==> config.mk <==
export PLATFORM = sky130hd
export DESIGN_NAME = program_loader
export DESIGN_NICKNAME = d
export VERILOG_FILES = /design/src/rtl/program_loader.sv
export SDC_FILE = /design/constraint.sdc
export NUM_CORES = 1
export LEC_CHECK = 0
export BUFFER_PORTS_ARGS = -buffer_cell sky130_fd_sc_hd__buf_4
export CORE_ASPECT_RATIO = 1.4
export CORE_MARGIN = 2
export CORE_UTILIZATION = 55
export DETAILED_ROUTE_END_ITERATION = 16
export GPL_ROUTABILITY_DRIVEN = 0
export PLACE_DENSITY = 0.75
export REMOVE_ABC_BUFFERS = 1
export SLEW_MARGIN = 10
export SYNTH_ARGS = -nofsm -noshare
export SYNTH_HDL_FRONTEND = slang
export SYNTH_SLANG_ARGS = --single-unit
==> constraint.sdc <==
create_clock -name fast_clock -period 2.85 [get_ports fast_clock]
set_clock_uncertainty 0.15 [all_clocks]
set_input_delay 0.57 -clock fast_clock [delete_from_list [all_inputs] [get_ports fast_clock]]
set_output_delay 0.57 -clock fast_clock [all_outputs]
set_load 0.01 [all_outputs]
==> src/rtl/program_loader.sv <==
// program_loader
//   Serial bootstrap writer for the ARMAria instruction memory. Receives a
//   framed program over an 8N1 UART line and writes 16-bit instruction words
//   through a ready/valid write port while holding the CPU in reset.
//
//   Frame: A5, LEN_HI, LEN_LO, 2*N payload bytes (big-endian words), CHK
//   CHK  : 8-bit sum of LEN_HI, LEN_LO and all payload bytes.
//
// Ports
//   fast_clock  in   system clock
//   reset       in   asynchronous active-low reset
//   rx          in   UART line, idle high (synchronised internally)
//   mem_ready   in   memory accepts the write this cycle
//   mem_write   out  write request (valid)
//   mem_address out  word address   [WORD_SIZE]
//   mem_data    out  instruction    [INSTRUCTION_WIDTH]
//   hold_cpu    out  high from sync byte until DONE/ERROR
//   busy        out  loader FSM is mid-frame
//   done        out  sticky, good frame
//   error       out  sticky, failed frame
//   error_code  out  1 length, 2 framing, 3 checksum, 4 overrun, 5 timeout
//
// Build option
//   LOADER_TIMEOUT_EN : enables the inter-byte timeout (error_code 5).
module program_loader #(
  parameter int unsigned           CLOCK_HZ          = 50000000,
  parameter int unsigned           BAUD              = 115200,
  parameter int unsigned           WORD_SIZE         = 32,
  parameter int unsigned           INSTRUCTION_WIDTH = 16,
  parameter logic [WORD_SIZE-1:0]  BASE_ADDRESS      = '0,
  parameter int unsigned           MAX_WORDS         = 4096,
  parameter int unsigned           TIMEOUT_CYCLES    = 5000000
) (
  input  logic                         fast_clock,
  input  logic                         reset,
  input  logic                         rx,
  input  logic                         mem_ready,
  output logic                         mem_write,
  output logic [WORD_SIZE-1:0]         mem_address,
  output logic [INSTRUCTION_WIDTH-1:0] mem_data,
  output logic                         hold_cpu,
  output logic                         busy,
  output logic                         done,
  output logic                         error,
  output logic [2:0]                   error_code
);

  localparam int unsigned CPB   = CLOCK_HZ / BAUD;
  localparam int unsigned HALF  = CPB / 2;
  localparam int unsigned CNT_W = $clog2(CPB + 1);
  localparam logic [CNT_W-1:0] CPB_LAST  = CNT_W'(CPB - 1);
  localparam logic [CNT_W-1:0] HALF_LAST = CNT_W'(HALF - 1);

  if (CPB < 4 || TIMEOUT_CYCLES == 0) begin : g_bad_params
    $error("program_loader: CLOCK_HZ/BAUD must be >= 4 and TIMEOUT_CYCLES > 0");
  end

  // ---------------------------------------------------------------------
  // rx synchroniser; flops reset high so reset release never looks like a
  // start bit.
  // ---------------------------------------------------------------------
  logic rx_s1_q, rx_s2_q, rx_prev_q;

  always_ff @(posedge fast_clock or negedge reset) begin
    if (!reset) begin
      rx_s1_q   <= 1'b1;
      rx_s2_q   <= 1'b1;
      rx_prev_q <= 1'b1;
    end else begin
      rx_s1_q   <= rx;
      rx_s2_q   <= rx_s1_q;
      rx_prev_q <= rx_s2_q;
    end
  end

  // ---------------------------------------------------------------------
  // UART receiver
  // ---------------------------------------------------------------------
  typedef enum logic [1:0] {RX_IDLE, RX_START, RX_DATA, RX_STOP} rx_state_e;

  rx_state_e        rx_state_q, rx_state_d;
  logic [CNT_W-1:0] clk_cnt_q, clk_cnt_d;
  logic [2:0]       bit_cnt_q, bit_cnt_d;
  logic [7:0]       shift_q, shift_d;
  logic             byte_done, frame_err;

  always_comb begin
    rx_state_d = rx_state_q;
    clk_cnt_d  = clk_cnt_q;
    bit_cnt_d  = bit_cnt_q;
    shift_d    = shift_q;
    byte_done  = 1'b0;
    frame_err  = 1'b0;
    case (rx_state_q)
      RX_IDLE: begin
        clk_cnt_d = '0;
        bit_cnt_d = '0;
        if (rx_prev_q && !rx_s2_q) rx_state_d = RX_START;
      end
      RX_START: begin
        // Re-check the line half a bit later; a high level was a glitch.
        if (clk_cnt_q == HALF_LAST) begin
          clk_cnt_d  = '0;
          rx_state_d = rx_s2_q ? RX_IDLE : RX_DATA;
        end else begin
          clk_cnt_d = clk_cnt_q + CNT_W'(1);
        end
      end
      RX_DATA: begin
        if (clk_cnt_q == CPB_LAST) begin
          clk_cnt_d = '0;
          shift_d   = {rx_s2_q, shift_q[7:1]};
          bit_cnt_d = bit_cnt_q + 3'd1;
          if (bit_cnt_q == 3'd7) rx_state_d = RX_STOP;
        end else begin
          clk_cnt_d = clk_cnt_q + CNT_W'(1);
        end
      end
      RX_STOP: begin
        if (clk_cnt_q == CPB_LAST) begin
          rx_state_d = RX_IDLE;
          if (rx_s2_q) byte_done = 1'b1;
          else         frame_err = 1'b1;
        end else begin
          clk_cnt_d = clk_cnt_q + CNT_W'(1);
        end
      end
      default: rx_state_d = RX_IDLE;
    endcase
  end

  always_ff @(posedge fast_clock or negedge reset) begin
    if (!reset) begin
      rx_state_q <= RX_IDLE;
      clk_cnt_q  <= '0;
      bit_cnt_q  <= '0;
      shift_q    <= '0;
    end else begin
      rx_state_q <= rx_state_d;
      clk_cnt_q  <= clk_cnt_d;
      bit_cnt_q  <= bit_cnt_d;
      shift_q    <= shift_d;
    end
  end

  // ---------------------------------------------------------------------
  // Loader FSM
  // ---------------------------------------------------------------------
  typedef enum logic [3:0] {
    ST_IDLE, ST_LEN_HI, ST_LEN_LO, ST_DATA_HI, ST_DATA_LO,
    ST_WRITE, ST_CHECK, ST_DONE, ST_ERROR
  } state_e;

  state_e                       state_q, state_d;
  logic                         hold_q, hold_d;
  logic                         done_q, done_d;
  logic                         error_q, error_d;
  logic [2:0]                   code_q, code_d;
  logic [WORD_SIZE-1:0]         addr_q, addr_d;
  logic [INSTRUCTION_WIDTH-1:0] data_q, data_d;
  logic [7:0]                   hi_q, hi_d;
  logic [15:0]                  remaining_q, remaining_d;
  logic [7:0]                   sum_q, sum_d;
  logic [7:0]                   rx_byte_q;
  logic                         rx_full_q;

  logic        is_busy, consume, overrun, timeout_hit, fail;
  logic [2:0]  fail_code;
  logic [15:0] len;

  assign is_busy = !(state_q inside {ST_IDLE, ST_DONE, ST_ERROR});

  // Every state except WRITE drains a full buffer in the cycle it sees it,
  // so only WRITE can leave a byte waiting long enough to be overrun. A byte
  // landing in the consume cycle therefore never counts as an overrun.
  assign consume = rx_full_q && (state_q != ST_WRITE);
  assign overrun = byte_done && rx_full_q && (state_q == ST_WRITE);
  assign len     = {hi_q, rx_byte_q};

  always_comb begin
    state_d     = state_q;
    hold_d      = hold_q;
    done_d      = done_q;
    error_d     = error_q;
    code_d      = code_q;
    addr_d      = addr_q;
    data_d      = data_q;
    hi_d        = hi_q;
    remaining_d = remaining_q;
    sum_d       = sum_q;
    fail        = 1'b0;
    fail_code   = 3'd0;

    if (!is_busy) begin
      // IDLE, DONE and ERROR all wait for a sync byte; line framing errors
      // here are noise between frames and are ignored.
      if (rx_full_q && rx_byte_q == 8'hA5) begin
        done_d  = 1'b0;
        error_d = 1'b0;
        code_d  = 3'd0;
        hold_d  = 1'b1;
        sum_d   = 8'h00;
        state_d = ST_LEN_HI;
      end
    end else if (frame_err) begin
      fail      = 1'b1;
      fail_code = 3'd2;
    end else if (overrun) begin
      fail      = 1'b1;
      fail_code = 3'd4;
    end else if (timeout_hit) begin
      fail      = 1'b1;
      fail_code = 3'd5;
    end else begin
      case (state_q)
        ST_LEN_HI: if (rx_full_q) begin
          hi_d    = rx_byte_q;
          sum_d   = sum_q + rx_byte_q;
          state_d = ST_LEN_LO;
        end
        ST_LEN_LO: if (rx_full_q) begin
          sum_d = sum_q + rx_byte_q;
          if (len == 16'd0 || 32'(len) > MAX_WORDS) begin
            fail      = 1'b1;
            fail_code = 3'd1;
          end else begin
            addr_d      = BASE_ADDRESS;
            remaining_d = len;
            state_d     = ST_DATA_HI;
          end
        end
        ST_DATA_HI: if (rx_full_q) begin
          hi_d    = rx_byte_q;
          sum_d   = sum_q + rx_byte_q;
          state_d = ST_DATA_LO;
        end
        ST_DATA_LO: if (rx_full_q) begin
          data_d  = INSTRUCTION_WIDTH'({hi_q, rx_byte_q});
          sum_d   = sum_q + rx_byte_q;
          state_d = ST_WRITE;
        end
        ST_WRITE: if (mem_ready) begin
          addr_d      = addr_q + WORD_SIZE'(1);
          remaining_d = remaining_q - 16'd1;
          state_d     = (remaining_q == 16'd1) ? ST_CHECK : ST_DATA_HI;
        end
        ST_CHECK: if (rx_full_q) begin
          if (rx_byte_q == sum_q) begin
            done_d  = 1'b1;
            hold_d  = 1'b0;
            state_d = ST_DONE;
          end else begin
            fail      = 1'b1;
            fail_code = 3'd3;
          end
        end
        default: state_d = ST_IDLE;
      endcase
    end

    if (fail) begin
      state_d = ST_ERROR;
      error_d = 1'b1;
      code_d  = fail_code;
      hold_d  = 1'b0;
    end
  end

  always_ff @(posedge fast_clock or negedge reset) begin
    if (!reset) begin
      state_q     <= ST_IDLE;
      hold_q      <= 1'b0;
      done_q      <= 1'b0;
      error_q     <= 1'b0;
      code_q      <= 3'd0;
      addr_q      <= '0;
      data_q      <= '0;
      hi_q        <= '0;
      remaining_q <= '0;
      sum_q       <= '0;
    end else begin
      state_q     <= state_d;
      hold_q      <= hold_d;
      done_q      <= done_d;
      error_q     <= error_d;
      code_q      <= code_d;
      addr_q      <= addr_d;
      data_q      <= data_d;
      hi_q        <= hi_d;
      remaining_q <= remaining_d;
      sum_q       <= sum_d;
    end
  end

  // One-entry receive buffer.
  always_ff @(posedge fast_clock or negedge reset) begin
    if (!reset) begin
      rx_byte_q <= '0;
      rx_full_q <= 1'b0;
    end else if (byte_done) begin
      rx_byte_q <= shift_q;
      rx_full_q <= 1'b1;
    end else if (consume) begin
      rx_full_q <= 1'b0;
    end
  end

`ifdef LOADER_TIMEOUT_EN
  // Cycles since the last received byte; frozen while a write is stalled so
  // a slow memory cannot trip the timeout.
  logic [31:0] to_cnt_q;

  always_ff @(posedge fast_clock or negedge reset) begin
    if (!reset)                       to_cnt_q <= '0;
    else if (!is_busy || byte_done)   to_cnt_q <= '0;
    else if (state_q != ST_WRITE)     to_cnt_q <= to_cnt_q + 32'd1;
  end

  assign timeout_hit = (state_q != ST_WRITE) && (to_cnt_q >= 32'(TIMEOUT_CYCLES));
`else
  assign timeout_hit = 1'b0;
`endif

  assign mem_write   = (state_q == ST_WRITE);
  assign mem_address = addr_q;
  assign mem_data    = data_q;
  assign hold_cpu    = hold_q;
  assign busy        = is_busy;
  assign done        = done_q;
  assign error       = error_q;
  assign error_code  = code_q;

endmodule

==> results.md, run 1 <==
- Slew margin rel.: roughly 56%
- PwrDens: between 500 and 600 nW/µm²
- Syn Area/Cell: about 10 µm²
- Setup Viol. Count Final: 0
- Slew Limit Fails: 0
- Critical path class: reg -> out
- Final wirelength: between 15 and 20 mm
- Met2 Use GR: between 40% and 50%
- Die height: about 130 µm
- Clk buf depth: 2
- Reg clk slew, reported paths: approximately 50 ps
- Row cnt: 47
- Mapped Area: 6530 µm²
- Status: completed
- GRT overflow: 0
- Area delta synth->final: 19.6%
- Min Tclk post-route: 2710 ps
- GRT Max-Usage Layer: met2
- H-tree depth: 4
- Worst Reg2Reg Path Length in Cells: 6
- ANT cells: 0
- CP Capture Type: primary output
- Period utilization: roughly 95%
- PortBufs: between 50 and 60
- Post-route DRC violation count: 0
- Sequential power share: between 40% and 50%
- Worst r2r src: hi_q[6]$_DFFE_PN0P_
- Worst-Margin Slew: 650 ps
- Die width: between 90 and 100 µm
- CP Launch Type: flop
- WL/cell: ~18 µm
- Worst hold path type: in -> reg
- P_int: roughly 3.3 mW
- Flop-to-flop setup slack: approximately 160 ps
- Initial Utilization: a little under three fifths
- Synth Flop Type: dfrtp_1
- Worst VDD drop: between 0.0004 and 0.0005 V
- Clock Latency Late Sink: ~420 ps
- CP max FO: 25
- Finished Core Util: 66.7%
- Seq cells post-synth: 124
- NetSw: ~0.9 mW
- Layout net count: between 700 and 800
- CP Cell Sequence: nand4bb_1 > clkinv_2 > buf_4 > buf_4
- Commonest non-fill, non-tap cell in the layout: dfrtp_1
- GRT Overall Usage: between 20% and 30%
- Static leakage: roughly 3.6 nW
- FILL cells: 914
- Critical path required time: 2130 ps
- Cell count along the critical path: 4
- Vias in the first global route: around 5500
- Root Buffer: clkbuf_16
- Top cell family by delay on the critical path: buffers and inverters
- Critical R2R Capture: mem_address[22]$_DFFE_PN0P_
- Setup crit end: mem_write
- Gate count of the mapped netlist: ~650
- Comb power frac: under 10%
- TritonCTS Buffers: 17
- Worst Path Arrival: 1990 ps
- CTS sink count: between 100 and 150
- Via density: 6.17
- Worst hold margin: about 110 ps
- Clock share of power: 51.6%
- Critical-path top delay cell: dfrtp_1
- Most frequent cells in the layout: 121 x dfrtp_1, 79 x buf_4, 67 x nand2_1
- Hold Fails Final Rpt: 0
- Switching Fraction: between 20% and 30%
- GRT met3 Usage: under 10%
- CTS tree: done
- Drt pass-1 iters: 5
- Die area: approximately 13000 µm²
- First-pass GRT wire length: 26.0 mm
- Max Clk Rate: 370 MHz
- Number of synthesized flops with an enable pin: 0
- Cell mode on critical path: buf_4
- DR vias: roughly 5400
- GR Layer Usage met1: between 30% and 40%
- Sum of buffers and inverters on the critical path: 3
- Initial drt markers: ~470
- Io pins: 60
- Layout cell share with drive strength beyond 1: between 20% and 30%
- Yosys warning count: 0
- Antenna-violating nets left: 0
- Register area share after synthesis: between 40% and 50%
- Largest net degree at the start of global routing: 54
- Unique masters post-synth: 71
- Worst stage delay on the critical path: about 500 ps
- Final HPWL DP: roughly 11 mm
- Post-synthesis async set-or-reset flop share: between 90% and 100%
- Core Region: 11700 µm²
- RSZ-0062 raised after global routing: no
- Critical Path Start: state_q[1]$_DFFE_PN0P_
- Max cap viols: 0
- Initial antenna violation count: 0
per-stage QoR:
stage	TNS (ps)	cell area (µm²)	cells	total power, mW	setup slack, ps
2_1_floorplan	-24860	6370	621	1.96	-599
3_3_place_gp	0	7200	850	2.03	292
3_5_place_dp	0	7200	850	2.04	191
4_1_cts	0	7800	881	4.20	171
5_1_grt	0	7800	881	4.31	45.1
6_report	0	7800	881	4.17	145
flip-flops by register name (all words and copies together), names as in the netlist, 3 cells and up, named ones only:
signal,count
shift_q,8
bit_cnt_q,3
hi_q,8
state_q,4
sum_q,8
remaining_q,16
clk_cnt_q,9
rx_byte_q,8
mem_address,32
mem_data,16
error_code,3
kinds of logic (layout without fill, tap and decap cells):
group                      count (synthesis)  in the layout  share of synthesized area, %
AOI/OAI and AO/OA                        182            182                          19.0
buffers and inverters                     51            131                          3.49
xor gates and xnor gates                  16             16                          2.15
adders and majority gates                 16             16                          3.18
and+or+nand+nor                          222            222                          17.2
muxes                                     43             43                          7.38
DFF                                      124            124                          47.6
worst min-delay path by stage:
| stage | from | slack [ps] | endpoint | cells past startpoint |
|---|---|---|---|---|
| 5_1_grt | rx | 100 | rx_s1_q$_DFF_PN1_ | 1 |
| 3_3_place_gp | rx_s1_q$_DFF_PN1_ | 200 | rx_s2_q$_DFF_PN1_ | 0 |
| 3_5_place_dp | rx_s1_q$_DFF_PN1_ | 200 | rx_s2_q$_DFF_PN1_ | 0 |
| 4_1_cts | rx | 100 | rx_s1_q$_DFF_PN1_ | 1 |
| 6_report | rx | 110 | rx_s1_q$_DFF_PN1_ | 1 |
| 2_1_floorplan | reset | 120 | async pin | 0 |
cell usage after synthesis (5+ instances only):
library cell | number | area [µm²]
a21o_1 | 5 | 37.5
a21oi_1 | 38 | 190
a22o_1 | 9 | 78.8
a31oi_1 | 13 | 81.3
and2_1 | 7 | 43.8
and3_1 | 11 | 68.8
buf_2 | 10 | 50.1
clkbuf_1 | 17 | 63.8
dfrtp_1 | 121 | 3030
ha_1 | 15 | 188
inv_1 | 17 | 63.8
mux2_2 | 41 | 462
nand2_1 | 67 | 251
nand3_1 | 27 | 135
nand4_1 | 10 | 62.6
nor2_1 | 42 | 158
nor3_1 | 14 | 70.1
o21ai_0 | 52 | 260
o22ai_1 | 7 | 43.8
o31ai_1 | 18 | 135
or3_1 | 7 | 43.8
or4_1 | 6 | 45.0
xnor2_1 | 8 | 70.1
xor2_1 | 8 | 70.1
power groups by stage:
stage / Combinational [mW] / Clock, mW / Sequential (mW)
floorplan: 0.0995 / 0 / 1.86
global placement: 0.162 / 0 / 1.87
detailed placement: 0.169 / 0 / 1.87
CTS: 0.175 / 2.18 / 1.85
global route: 0.201 / 2.26 / 1.85
finish: 0.171 / 2.15 / 1.85
cell type report:
| class | instances | area [µm²] | area share, % |
|---|---|---|---|
| Sequential cell | 124 | 3110 | 39.8 |
| Clock buffer | 22 | 464 | 5.95 |
| Multi-Input combinational cell | 479 | 3200 | 41.0 |
| Inverter | 18 | 68.8 | 0.882 |
| Tap cell | 147 | 184 | 2.36 |
| Clock inverter | 8 | 118 | 1.51 |
| Timing Repair Buffer | 83 | 663 | 8.50 |
per-layer routing:
layer / part of all wire [%] / wire length, µm / up-vias
met4: 3.3 / 528 / 0
met3: 4.7 / 745 / 45
met5: 0 / 0 / -
met2: 52 / 8360 / 185
met1: 40 / 6310 / 2658
li1: - / - / 2549
worst reg2reg max path: cells and delay by family, from the launching register on:
kind	cells	cell delay, ps
simple gates	2	1120
compound gates	4	930
flops	1	400
what timing repair did:
action                     4_1_cts  5_1_grt
hold endpoints to repair        29        0
setup endpoints to repair        0        2
setup buffers                    0        0
resized for setup                0        2
hold buffers                     1        0
No activity file was read; power rests on OpenSTA's default activity.
==> run 2, diff against run 1 <==
Settings changed: CORE_UTILIZATION 55 to 50, PLACE_DENSITY 0.75 to 0.69, TNS_END_PERCENT from default to 50.
Clock period 2.85 ns to 2.5 ns, I/O delays scaled along.
==> run 2 against run 1 <==
Effect of this change:
- cell count rose by 6.6%
- largest power group unchanged
- first-iteration DRC count fell by 31%
- critical path depth rose by 2
- design area rose by 6.2%
- critical path type unchanged
==> results.md, run 2 (same netlist as run 1, synthesis figures left out) <==
- Commonest non-fill, non-tap cell in the layout: buf_4 (was dfrtp_1)
- PortBufs: 59 (unchanged)
- Top cell family by delay on the critical path: buffers and inverters (unchanged)
- DR vias: 5718 (was 5437)
- Setup Viol. Count Final: 0 (unchanged)
- Clk buf depth: 2 (unchanged)
- WL/cell: 17.8 µm (was 18.1 µm)
- Final HPWL DP: 11.9 mm (was 11.0 mm)
- Worst VDD drop: 0.000472 V (was 0.000429 V)
- GRT overflow: 0 (unchanged)
- PwrDens: 564 nW/µm² (was 535 nW/µm²)
- Switching Fraction: 23.6% (was 21.7%)
- Period utilization: 99.6%
- NetSw: 1.11 mW (was 0.905 mW)
- CTS tree: done (unchanged)
- Post-Place Cells: 901 (was 850)
- Multi-input gate area: 3280 µm² (was 3200 µm²)
- Cell Count, Final, Fillers Out: 939 (was 881)
- Sequential power share: 44.6% (was 44.3%)
- Die area: 14000 µm² (was 12800 µm²)
- Vias in the first global route: 5668 (was 5502)
- Clock Latency Late Sink: 410 ps (was 420 ps)
- First-pass GRT wire length: 27.4 mm (was 26.0 mm)
- Initial Utilization: 50.9% (was 55.8%)
- RSZ-0062 raised after global routing: yes (was no)
- Post-route DRC violation count: 0 (unchanged)
- CTS sink count: 124 (unchanged)
- Root Buffer: clkbuf_16 (unchanged)
- Via density: 6.09 (was 6.17)
- TritonCTS Buffers: 17 (unchanged)
- Hold Fails Final Rpt: 0 (unchanged)
- Antenna-violating nets left: 0 (unchanged)
- Clock share of power: 50.2% (was 51.6%)
- Area delta synth->final: 27.0% (was 19.6%)
- Io pins: 60 (unchanged)
- GRT Overall Usage: 24.4% (was 25.9%)
- FILL cells: 992 (was 914)
- FF/Latch Area: 3110 µm² (about the same)
- Slew margin rel.: 60.6% (was 56.1%)
- P_int: 3.57 mW (was 3.27 mW)
- Status: completed (unchanged)
- Layout net count: 793 (was 743)
- Critical path class: reg -> out (unchanged)
- Most frequent cells in the layout: 124 x buf_4, 119 x dfrtp_1, 66 x nand2_1 (was 121 x dfrtp_1, 79 x buf_4, 67 x nand2_1)
- Worst Path Arrival: 1840 ps (was 1990 ps)
- Min Tclk post-route: 2490 ps
- Critical-path top delay cell: dfrtp_1 (unchanged)
- CP Capture Type: primary output (unchanged)
- Reg clk slew, reported paths: 60 ps (was 50 ps)
- H-tree depth: 4 (unchanged)
- Max cap viols: 0 (unchanged)
- Final wirelength: 16.8 mm (was 15.9 mm)
- Cell mode on critical path: buf_4 (unchanged)
- Largest net degree at the start of global routing: 47 (was 54)
- Initial drt markers: 325 (was 468)
- Layout cell share with drive strength beyond 1: 30.4% (was 23.0%)
- Worst hold path type: in -> reg (unchanged)
- Die width: 101 µm (was 96.1 µm)
- Sum of buffers and inverters on the critical path: 4 (was 3)
- Die height: 139 µm (was 133 µm)
- CP Cell Sequence: buf_4 > nor2b_1 > a31o_2 > buf_4 > inv_1 > buf_4 (was nand4bb_1 > clkinv_2 > buf_4 > buf_4)
- Slew Limit Fails: 0 (unchanged)
- Largest register FFs: 32 (unchanged)
- Core Region: 12800 µm² (was 11700 µm²)
- Initial antenna violation count: 0 (unchanged)
- ANT cells: 0 (unchanged)
- CP Launch Type: flop (unchanged)
- Comb power frac: 5.3% (was 4.1%)
- Row cnt: 49 (was 47)
- Static leakage: 3.92 nW (was 3.64 nW)
- Critical path required time: 1850 ps (was 2130 ps)
- Worst stage delay on the critical path: 370 ps (was 500 ps)
- Worst-Margin Slew: 591 ps (was 650 ps)
- Max Clk Rate: around 400 MHz
- CP max FO: 9 (was 25)
- Total power: 4.68 mW (was 4.17 mW)
- Drt pass-1 iters: 5 (unchanged)
-- run 2: changes by cell type in the layout (fill, tap and decap cells not counted), sizes merged --
cell / change
inv: +2
buf: +50
clkinv: +3
clkinvlp: +2
clkbuf: -3
bufinv: -2
-- run 2: what timing repair did --
action | CTS | global route
setup endpoints to repair | 1 | 44
buffers inserted | 1 | 3
cloned | 0 | 1
pin swaps | 0 | 5
hold buffers | 1 | 0
endpoints found under the hold margin | 35 | 0
resized for setup | 0 | 23
-- run 2: power groups by stage --
stage                     Sequential, mW  Combinational (mW)  Clock (mW)
after floorplan                     2.12               0.113           0
after global placement              2.12               0.221           0
after detailed placement            2.12               0.234           0
after CTS                           2.09               0.235        2.38
after global routing                2.09               0.281        2.46
final                               2.09               0.246        2.35
-- run 2: routing by layer --
layer	track usage (%)	up-vias	share of wire (%)
li1	-	2669	-
met1	28.8	2839	40
met2	43.9	176	54
met3	3.93	34	3.5
met4	8.72	0	2.2
met5	0	-	0
-- run 2: path summary, 6_finish.rpt --
path / start / end / slack, ps / cells past startpoint
min: rx / rx_s1_q$_DFF_PN1_ / 50 / 1
max: state_q[3]$_DFFE_PN0P_ / busy / 10 / 6
min in group asynchronous: reset / mem_address[13]$_DFFE_PN0P_ / 480 / 2
max reg2reg: state_q[3]$_DFFE_PN0P_ / remaining_q[14]$_DFFE_PN0P_ / 70 / 9
min reg2reg: rx_s1_q$_DFF_PN1_ / rx_s2_q$_DFF_PN1_ / 200 / 0
max in group asynchronous: reset / clk_cnt_q[5]$_DFFE_PN0P_ / 1050 / 3
-- run 2: through the flow --
step                      instance area [µm²]  hold slack [ps]  utilization (%)  worst slack (ps)  setup TNS (ps)
after floorplan                          6370             54.4                -              -949          -52420
after global placement                   7570              196             59.1               107               0
after detailed placement                 7570              197             59.1              31.0               0
after CTS                                8160             36.8             63.7              6.61               0
after global routing                     8290             36.2             64.7             -67.5           -94.8
final                                    8290             48.1             64.7              10.7               0
-- run 2: cell type report --
| cell class | count | share of cell area (%) |
|---|---|---|
| Clock buffer | 19 | 5.46 |
| Clock inverter | 13 | 1.40 |
| Inverter | 18 | 0.830 |
| Multi-Input combinational cell | 479 | 39.6 |
| Sequential cell | 124 | 37.5 |
| Tap cell | 153 | 2.31 |
| Timing Repair Buffer | 133 | 12.9 |
-- run 2: worst reg2reg max path: stages (launching register included) --
cell	delay (ps)
dfrtp_1	370
buf_4	190
nor2b_1	80
a31o_2	260
buf_4	160
a31oi_4	280
buf_6	170
o211ai_4	70
or4_4	490
o21ai_2	150
